**config.mk**
```make
export PLATFORM = sky130hd
export DESIGN_NAME = rtc_bcd_timekeeper
export DESIGN_NICKNAME = d
export VERILOG_FILES = /design/src/rtl/rtc_bcd_timekeeper.sv
export SDC_FILE = /design/constraint.sdc
export NUM_CORES = 1
export LEC_CHECK = 0
export CORE_MARGIN = 1.5
export CORE_UTILIZATION = 30
export CTS_BUF_LIST = sky130_fd_sc_hd__clkbuf_8
export DETAILED_ROUTE_END_ITERATION = 16
export DONT_BUFFER_PORTS = 1
export GPL_TIMING_DRIVEN = 0
export PLACE_DENSITY = 0.46
export SLEW_MARGIN = 20
export SYNTH_ARGS = -nofsm -noshare
export SYNTH_HDL_FRONTEND = slang
export SYNTH_SLANG_ARGS = --single-unit
```
**constraint.sdc**
```tcl
create_clock -name cristal_i -period 3.4 [get_ports cristal_i]
set_input_delay 0.68 -clock cristal_i [delete_from_list [all_inputs] [get_ports cristal_i]]
set_output_delay 0.68 -clock cristal_i [all_outputs]
set_load 0.05 [all_outputs]
```
**src/rtl/rtc_bcd_timekeeper.sv**
```systemverilog
// rtl/rtc_bcd_timekeeper.sv - BCD 24 h timekeeper driven by a sampled slow clock.
// Optional alarm comparator enabled by defining RTC_ALARM_EN.
module rtc_bcd_timekeeper #(
  parameter int TICKS_PER_SEC = 100
) (
  input  logic        cristal_i,
  input  logic        RST_rst_i,
  input  logic        CLK_clk_i,
  input  logic        run_i,
  input  logic        load_i,
  input  logic [23:0] time_i,
  output logic [7:0]  sec_o,
  output logic [7:0]  min_o,
  output logic [7:0]  hour_o,
  output logic        sec_pulse_o,
  output logic        day_pulse_o,
  output logic        load_err_o,
  input  logic [23:0] alarm_i,
  input  logic        alarm_ack_i,
  output logic        alarm_o
);

  localparam int PW = (TICKS_PER_SEC > 1) ? $clog2(TICKS_PER_SEC) : 1;
  localparam logic [PW-1:0] PMAX = PW'(TICKS_PER_SEC - 1);

  typedef enum logic {ST_STOP, ST_RUN} state_t;

  state_t          r_state;
  logic            r_s1, r_s2, r_s3;
  logic [PW-1:0]   r_presc;
  logic            w_tick, w_count, w_valid, w_upd, w_day;
  logic [7:0]      w_sec_nx, w_min_nx, w_hour_nx;

  assign w_tick  = r_s2 & ~r_s3;
  assign w_count = w_tick && (r_state == ST_RUN) && !load_i;
  assign w_upd   = (load_i && w_valid) || (w_count && (r_presc == PMAX));

  assign w_valid = (time_i[3:0]   <= 4'd9) && (time_i[7:4]   <= 4'd5) &&
                   (time_i[11:8]  <= 4'd9) && (time_i[15:12] <= 4'd5) &&
                   (time_i[19:16] <= 4'd9) &&
                   ((time_i[23:20] < 4'd2) ||
                    ((time_i[23:20] == 4'd2) && (time_i[19:16] <= 4'd3)));

  // Ripple carry through the BCD digits, one second forward.
  always_comb begin
    w_sec_nx  = sec_o;
    w_min_nx  = min_o;
    w_hour_nx = hour_o;
    w_day     = 1'b0;
    if (sec_o[3:0] != 4'd9) begin
      w_sec_nx[3:0] = sec_o[3:0] + 4'd1;
    end else if (sec_o[7:4] != 4'd5) begin
      w_sec_nx = {sec_o[7:4] + 4'd1, 4'd0};
    end else begin
      w_sec_nx = 8'h00;
      if (min_o[3:0] != 4'd9) begin
        w_min_nx[3:0] = min_o[3:0] + 4'd1;
      end else if (min_o[7:4] != 4'd5) begin
        w_min_nx = {min_o[7:4] + 4'd1, 4'd0};
      end else begin
        w_min_nx = 8'h00;
        if (hour_o == 8'h23) begin
          w_hour_nx = 8'h00;
          w_day     = 1'b1;
        end else if (hour_o[3:0] != 4'd9) begin
          w_hour_nx[3:0] = hour_o[3:0] + 4'd1;
        end else begin
          w_hour_nx = {hour_o[7:4] + 4'd1, 4'd0};
        end
      end
    end
  end

  always_ff @(posedge cristal_i or posedge RST_rst_i) begin
    if (RST_rst_i) begin
      r_state     <= ST_STOP;
      r_s1        <= 1'b0;
      r_s2        <= 1'b0;
      r_s3        <= 1'b0;
      r_presc     <= '0;
      sec_o       <= 8'h00;
      min_o       <= 8'h00;
      hour_o      <= 8'h00;
      sec_pulse_o <= 1'b0;
      day_pulse_o <= 1'b0;
      load_err_o  <= 1'b0;
    end else begin
      r_s1        <= CLK_clk_i;
      r_s2        <= r_s1;
      r_s3        <= r_s2;
      r_state     <= run_i ? ST_RUN : ST_STOP;
      sec_pulse_o <= 1'b0;
      day_pulse_o <= 1'b0;
      load_err_o  <= 1'b0;
      if (load_i) begin
        if (w_valid) begin
          {hour_o, min_o, sec_o} <= time_i;
          r_presc                <= '0;
        end else begin
          load_err_o <= 1'b1;
        end
      end else if (w_count) begin
        if (r_presc == PMAX) begin
          r_presc     <= '0;
          sec_o       <= w_sec_nx;
          min_o       <= w_min_nx;
          hour_o      <= w_hour_nx;
          sec_pulse_o <= 1'b1;
          day_pulse_o <= w_day;
        end else begin
          r_presc <= r_presc + 1'b1;
        end
      end
    end
  end

`ifdef RTC_ALARM_EN
  logic r_cmp;

  // Compare one cycle after the time register settles; ack overrides a match.
  always_ff @(posedge cristal_i or posedge RST_rst_i) begin
    if (RST_rst_i) begin
      r_cmp   <= 1'b0;
      alarm_o <= 1'b0;
    end else begin
      r_cmp <= w_upd;
      if (alarm_ack_i) begin
        alarm_o <= 1'b0;
      end else if (r_cmp && ({hour_o, min_o, sec_o} == alarm_i)) begin
        alarm_o <= 1'b1;
      end
    end
  end
`else
  logic w_unused;
  assign w_unused = ^{alarm_i, alarm_ack_i, w_upd};
  assign alarm_o  = 1'b0;
`endif

endmodule

```
== Word level (Yosys, flattened, before mapping) ==
Cells that the tools add are included.
Word-level totals
  input port bits: 54
  output and inout port bits: 28
  register bits: 38
  word-level logic and storage cells: 108
Cells by class
  bitwise operators: 2
  multiplexer cells: 45
  eq/ne operators: 14
  reductions and logical operators: 19
  $lt $le $gt $ge: 7
  $add $sub $neg: 7
Operator list (count)
  2-to-1 mux 8 bit: 21
  2-to-1 mux 7 bit: 4
  adder 4 x 1 -> 4 bit (second input constant): 6
  2-to-1 mux 4 bit: 6
  2-to-1 mux 1 bit: 14
  less-or-equal comparator 4 bit (second input constant): 3
  != test 4 bit (second input constant): 3
  == test 8 x 6 -> 1 bit (second input constant): 1
  less-or-equal comparator 4 x 3 -> 1 bit (second input constant): 2
  logical AND 1 bit: 8
  != test 2 bit (second input constant): 4
  != test 4 x 3 -> 1 bit (second input constant): 2
  AND reduction 8 bit: 1
  adder 7 x 1 -> 7 bit (second input constant): 1
  == test 7 bit (second input constant): 1
  AND reduction 7 bit: 1
  AND reduction 6 bit: 1
  AND reduction 5 bit: 1
  == test 4 x 2 -> 1 bit (second input constant): 1
  less-or-equal comparator 4 x 2 -> 1 bit (second input constant): 1
  < comparator 4 x 2 -> 1 bit (second input constant): 1
  AND reduction 4 bit: 1
  nonzero test 2 bit: 2
  != test 3 bit (second input constant): 1
  7 further kinds: 7

== Longest topological paths before layout ==
Gate-level depths: netlist of the first run.
  word-level depth: 10
  depth in mapped cells: 7
  depth with buffers taken out: 7

== Least setup slack after synthesis of the first run ==
No wires, ideal clock.
  path type: register to register
  start point: register sec_o[2]
  end point: register min_o[6]
  period minus slack after synthesis: 2.281 ns
  cell stages (with the launch flop): 7
  library setup time: 0.129 ns
  path buffers: 1
  setup slack: 1.119 ns
  arrival: 2.152 ns
  cells stage by stage: dfrtp_1 and4bb_4 nand4_4 or3_1 buf_6 and2_4 a2111o_1
Between the ends
  word-level cells in the longest chain between the ends: 3
Ends and longest elaborated chain
  start, declared: RTL line 12  | output logic [7:0] sec_o,
  start signal, assigned: RTL line 97  | {hour_o, min_o, sec_o} <= time_i;
  start signal, assigned: RTL line 105  | sec_o <= w_sec_nx;
  != test 4 bit: RTL line 50  | if (sec_o[3:0] != 4'd9) begin
  != test 2 bit (no line)
  AND reduction 6 bit (no line)
  end signal, assigned: RTL line 97
  end signal, assigned: RTL line 106  | min_o <= w_min_nx;
  end, declared: RTL line 13  | output logic [7:0] min_o,
Every way passes these cells.
A chain may end at the register's enable or synchronous reset.

== Worst setup path in the final report of the first run ==
  start point: register sec_o[0]
  end point: register min_o[6]
The elaborated chain is that of the path after synthesis.

==> results.json, run 1 <==
{
  "leakage_nw": 1.05,
  "synth_most_common_cell": "dfrtp_1",
  "fin_crit_ps": 2440,
  "path_cells": "and4bb_4 > nand4_4 > or3_1 > buf_6 > and2_4 > a2111o_1",
  "path_class": "reg2reg",
  "crit_buf_inv": 1,
  "dp_cells": 354,
  "synth_top_area_share_pct": 41.2,
  "power.density_nw_per_um2": 426,
  "cts.sinks": 38,
  "root_buffer": "clkbuf_8",
  "synth_area_um2": 2310,
  "drive_above_1_share_pct": 10.6,
  "place_congestion": 0.765,
  "post-cts-setup-buffer-count": 0,
  "ir_worst_vdd_mv": 0.204,
  "slowest_delay_ps": 740,
  "syn_avg_cell_area_um2": 9.08,
  "synth.ff_latch_count": 38,
  "met3_usage_pct": 4.04,
  "htreeDepth": 2,
  "syn_nets": 313,
  "synth-edff-count": 0,
  "antenna_found_initial": 0,
  "worst_pin_slew_ps": 641,
  "cts.repair.resized": 0,
  "yosysWarnings": 0,
  "synthMuxAreaShare_pct": 3.69,
  "critical_path.top_delay_family": "simple AND/OR/NAND/NOR gates",
  "fillers": 763,
  "antenna_left": 0,
  "cts_made_buffers": 5,
  "synth-simple-area-share_pct": 25.1,
  "grtUsageMet2_pct": 25.8,
  "start_kind": "flop",
  "synthToLayoutAreaGrowth_pct": 11.2,
  "drt-pass1-iter-count": 4,
  "finClkSkew_ps": 9.14,
  "rsz0062_at_grt": "false",
  "ios": 82,
  "finalNetCount": 321,
  "synth-async-reset-ratio_pct": 100,
  "slew_headroom_pct": 57.2,
  "dp.final_hpwl_mm": 5.02,
  "yosysSeqAreaShare_pct": 41.2,
  "drt_iter0_drc": 124,
  "via_count": 2011,
  "tns_ps": 0,
  "finalCritPeriodShare_pct": 71.6,
  "placement.io_buffers": 0,
  "grt_remaining_overflow": 0,
  "grt_pass1_vias": 1963,
  "initial_utilization_pct": 31.5,
  "grt_max_degree": 25,
  "final_cells": 362,
  "max_freq_mhz": 411,
  "min_path_type": "in2async",
  "grt_pass1_wl_mm": 10.6,
  "busiest_layer": "met2",
  "synthDominantAreaCellType": "dfrtp_1",
  "final_hold_viol_count": 0,
  "drcViolationCount": 0,
  "die_x_um": 90.7,
  "num_antenna_cells": 0,
  "critPathMaxFanout": 7,
  "synth_xor_area_share_pct": 0,
  "yosys-top-cells-count": "38 x dfrtp_1, 25 x a21oi_1, 22 x o21ai_0, 20 x nor2_1, 16 x nand2_1",
  "die_h_um": 90.7,
  "slowest_stage": "dfrtp_1",
  "crit_path_end_kind": "flop",
  "hold_buffers": 0,
  "routed_wl_mm": 6.61,
  "crit_required_ps": 3580,
  "cts_tree": "yes",
  "synth_cells": 254,
  "crit_arrival_ps": 2620,
  "row_count": 31,
  "status": "finished clean",
  "die_area_um2": 8230,
  "core_region_area_um2": 7330,
  "synthAdderAreaFrac_pct": 2.71,
  "synth_cell_type_count": 53,
  "clk_latency_ps": 300,
  "setup_viol": 0,
  "max-cap-violations": 0,
  "synth_compound_area_share_pct": 22.9,
  "via_per_inst": 5.56,
  "grt_use_met1_pct": 21.5,
  "stdcell_area_um2": 2560,
  "synth_area_leaders": "dfrtp_1 41%, a21oi_1 5.4%, o21ai_0 4.8%",
  "clock_path_buffers": 2,
  "slew_violations": 0,
  "fin_total_pwr_w": 0.00109,
  "placed_cell_area_um2": 2450,
  "wl_per_cell_um": 18.3,
  "synth_top_family_by_area": "simple AND/OR/NAND/NOR gates",
  "yosys_most_used_dff": "dfrtp_1",
  "track_usage_pct": 16.2,
  "clk_pin_slew_ps": 90
}
## placed cells by master (no fill, tap or decap), types with 2 or more instances in the layout
| cell type | count |
|---|---|
| a21oi_1 | 25 |
| a22o_1 | 2 |
| a22oi_1 | 5 |
| a31oi_1 | 2 |
| a32oi_1 | 2 |
| a41oi_1 | 3 |
| and3_1 | 3 |
| and3b_1 | 2 |
| and4_1 | 2 |
| and4bb_2 | 3 |
| and4bb_4 | 2 |
| clkbuf_1 | 8 |
| clkbuf_8 | 5 |
| clkinvlp_4 | 2 |
| dfrtp_1 | 38 |
| ha_1 | 5 |
| inv_1 | 11 |
| mux2_2 | 4 |
| mux2i_1 | 4 |
| nand2_1 | 16 |
| nand3_1 | 10 |
| nand4_1 | 3 |
| nor2_1 | 20 |
| nor2b_1 | 5 |
| nor3_1 | 7 |
| nor3b_1 | 3 |
| nor4_1 | 2 |
| nor4b_1 | 3 |
| nor4bb_1 | 2 |
| o211ai_1 | 2 |
| o21ai_0 | 22 |
| o22ai_1 | 5 |
| o2bb2ai_1 | 5 |
| o31ai_1 | 4 |
| or2_2 | 2 |
| or3_1 | 2 |
## cell type report
cell class,instances,area [um^2],share of cell area (%)
clock buffer,5,68.8,2.68
timing repair buffer,1,20.0,0.780
clock inverter,3,45.0,1.76
sequential,38,951,37.1
tap,99,124,4.83
multi-input combinational,193,1260,49.1
inverter,12,45.0,1.76
buffer,11,52.6,2.05
## per-layer routing
metal / vias to the layer above / routed length (um)
li1: 967 / -
met1: 983 / 3050
met2: 57 / 3080
met3: 4 / 414
met4: 0 / 72
met5: - / 0
## sequential cells by signal, summed over array words and instances, names as in the netlist
| register | flops |
|---|---|
| r_state | 1 |
| r_s3 | 1 |
| hour_o | 8 |
| r_presc | 7 |
| sec_pulse_o | 1 |
| load_err_o | 1 |
| day_pulse_o | 1 |
| min_o | 8 |
| sec_o | 8 |
| r_s1 | 1 |
| r_s2 | 1 |
## stage by stage
stage | worst slack, ps | hold slack, ps | utilization (%)
floorplan | 1120 | 331 | -
global placement | 982 | 335 | 33.2
detailed placement | 985 | 336 | 33.4
CTS | 975 | 237 | 35.0
global route | 836 | 234 | 35.0
finish | 964 | 226 | 35.0
## cells by family after synthesis
kind of cell	after synthesis
flip-flops	38
adder cells (fa/ha/maj)	5
AO/OA/AOI/OAI	84
buffers and inverters	23
AND/OR/NAND/NOR	95
other	1
multiplexers	8
## where the power goes
group | total, W | internal (W) | switching [W]
Clock | 0.000399 | 0.000218 | 0.000181
Combinational | 0.000124 | 0.0000502 | 0.0000738
Sequential | 0.000569 | 0.000475 | 0.0000938
## path summary, 6_finish.rpt
kind                       startpoint   endpoint  slack (ps)  depth (start not counted)
max                          sec_o[0]   min_o[6]         960                          6
min                         RST_rst_i  hour_o[4]         230                          1
max reg2reg                  sec_o[0]   min_o[6]         960                          6
min reg2reg                      r_s1       r_s2         350                          0
max in group asynchronous   RST_rst_i   min_o[2]        2720                          2
min in group cristal_i           r_s1       r_s2         350                          0
(Power assumes the default switching activity.)
==> inputs of run 2 (changes only) <==
==> constraint.sdc (replaced) <==
create_clock -name cristal_i -period 2.27 [get_ports cristal_i]
set_input_delay 0.454 -clock cristal_i [delete_from_list [all_inputs] [get_ports cristal_i]]
set_output_delay 0.454 -clock cristal_i [all_outputs]
set_load 0.05 [all_outputs]
==> run 2 against run 1 <==
Clock skew is 4.2 ps higher. Via count decreased by 0.20%. Fmax grew 7.8%. Hold slack lost 200 ps. Clock power grew 48%. Critical path depth is the same. Register-to-register slack got worse by 950 ps. Critical path type unchanged. Critical endpoint unchanged. Largest cell class unchanged. Highest routed layer unchanged.
==> results.json, run 2 (same netlist as run 1, synthesis figures left out) <==
{
  "crit_path_end_kind": "flop",
  "final_cell_mix": "25 x a21oi_1, 22 x o21ai_0, 22 x dfrtp_1, 20 x nor2_1, 16 x nand2_1",
  "ir_worst_vdd_mv": 0.272,
  "initial_utilization_pct": 31.5,
  "p_sw_share_pct": 31.8,
  "power.density_nw_per_um2": 631,
  "min_path_type": "in2async",
  "crit_buf_inv": 1,
  "drive_above_1_share_pct": 17.4,
  "finalWorstSetupSlack_ps": 9.66,
  "grt_max_degree": 24,
  "setup_viol": 0,
  "slowest_stage": "dfrtp_1",
  "placement.io_buffers": 0,
  "final_hold_viol_count": 0,
  "path_cells": "nor2b_1 > nand2_1 > or3_1 > buf_6 > and2_4 > a2111o_1",
  "ios": 82,
  "start_kind": "flop",
  "finClkSkew_ps": 13.4,
  "cts.sinks": 38,
  "p_clk_share_pct": 35.9,
  "critPathMaxFanout": 7,
  "wl_per_cell_um": 19.0,
  "via_count": 2007,
  "worst_pin_slew_ps": 639,
  "grt_pass1_vias": 2067,
  "clk_latency_ps": 300,
  "combPwrFrac_pct": 11.9,
  "utilization_pct": 35.5,
  "die_x_um": 90.7,
  "slowest_delay_ps": 630,
  "grt_remaining_overflow": 0,
  "drt_iter0_drc": 167,
  "htreeDepth": 2,
  "core_region_area_um2": 7330,
  "finalNetCount": 322,
  "grt_pass1_wl_mm": 11.4,
  "place_congestion": 0.775,
  "track_usage_pct": 17.3,
  "via_per_inst": 5.53,
  "cts_tree": "yes",
  "clock_path_buffers": 2,
  "layout_commonest_cell": "a21oi_1",
  "drcViolationCount": 0,
  "crit_required_ps": 2450,
  "drt-pass1-iter-count": 4,
  "root_buffer": "clkbuf_8",
  "crit_arrival_ps": 2440,
  "cts_made_buffers": 5,
  "rsz0062_at_grt": "true",
  "dp_slack_ps": -133,
  "antenna_left": 0,
  "row_count": 31,
  "p_int_w": 0.00112,
  "critical_path.top_delay_family": "simple AND/OR/NAND/NOR gates",
  "num_antenna_cells": 0,
  "fin_crit_ps": 2260,
  "reg.largest.list": "hour_o: 8 flops, min_o: 8 flops, sec_o: 8 flops",
  "clk_pin_slew_ps": 90,
  "die_h_um": 90.7,
  "slew_violations": 0,
  "p_sw_w": 0.000524,
  "path_class": "reg2reg",
  "routed_wl_mm": 6.88,
  "dp.final_hpwl_mm": 5.08,
  "max-cap-violations": 0,
  "status": "finished clean",
  "synthToLayoutAreaGrowth_pct": 12.9,
  "die_area_um2": 8230,
  "max_freq_mhz": 442,
  "seq_power_share_pct": 52.2,
  "finalCritPeriodShare_pct": 99.6,
  "slew_headroom_pct": 57.4,
  "leakage_nw": 1.05,
  "antenna_found_initial": 0
}
-- run 2: changes by cell type in the layout (fill, tap and decap cells not counted), sizes merged --
cell      delta
buf          +1
clkinvlp     -1
inv          +1
-- run 2: metrics by stage --
| step | setup TNS (ps) | area (um^2) | hold slack [ps] | std cells | total power (W) |
|---|---|---|---|---|---|
| global placement | -295 | 2430 | 340 | 353 | 0.00105 |
| CTS | 0 | 2600 | 41.5 | 363 | 0.00166 |
| global route | -55.1 | 2610 | 55.3 | 363 | 0.00171 |
| floorplan | 0 | 2310 | 331 | 254 | 0.000994 |
| detailed placement | -389 | 2460 | 339 | 354 | 0.00106 |
| finish | 0 | 2610 | 28.4 | 363 | 0.00164 |
-- run 2: worst register-to-register path: stages, from the launching register on --
cell	delay, ps
dfrtp_1	630
nor2b_1	340
nand2_1	80
or3_1	360
buf_6	150
and2_4	170
a2111o_1	410
-- run 2: area by class of cell --
class                      count  area, um^2
clock inverter                 3        41.3
clock buffer                   5        68.8
fill                         757        4730
inverter                      12        45.0
buffer                        11        53.8
multi-input combinational    193        1260
sequential                    38         973
timing repair buffer           2        35.0
tap                           99         124
-- run 2: final timing paths --
check | startpoint | endpoint | slack, ps | depth (start not counted)
setup reg to reg | min_o[1] | min_o[6] | 10 | 6
min in group cristal_i | CLK_clk_i | r_s1 | 180 | 0
hold / removal | RST_rst_i | hour_o[5] | 30 | 1
setup / recovery | min_o[1] | min_o[6] | 10 | 6
max in group asynchronous | RST_rst_i | r_presc[2] | 1760 | 2
hold reg to reg | r_s1 | r_s2 | 360 | 0
-- run 2: power groups by stage --
stage	logic, W	clock network, W	registers [W]
2_1_floorplan	0.000142	0	0.000851
3_3_place_gp	0.000180	0	0.000867
3_5_place_dp	0.000189	0	0.000868
5_1_grt	0.000218	0.000629	0.000866
4_1_cts	0.000197	0.000604	0.000857
6_report	0.000196	0.000590	0.000859
-- run 2: routing by layer --
metal  vias up  part of all wire [%]  global-route usage [%]
li1        968                     -                       -
met1       972                    46                    22.2
met2        57                    45                    27.7
met3        10                   7.2                    5.72
met4         0                   1.4                    4.63
met5         -                     0                       0
-- run 2: what timing repair did --
action	CTS	global route
pin swaps	2	1
hold buffers	0	0
gates resized for setup	14	4
setup buffers	1	0
setup endpoints to repair	3	6
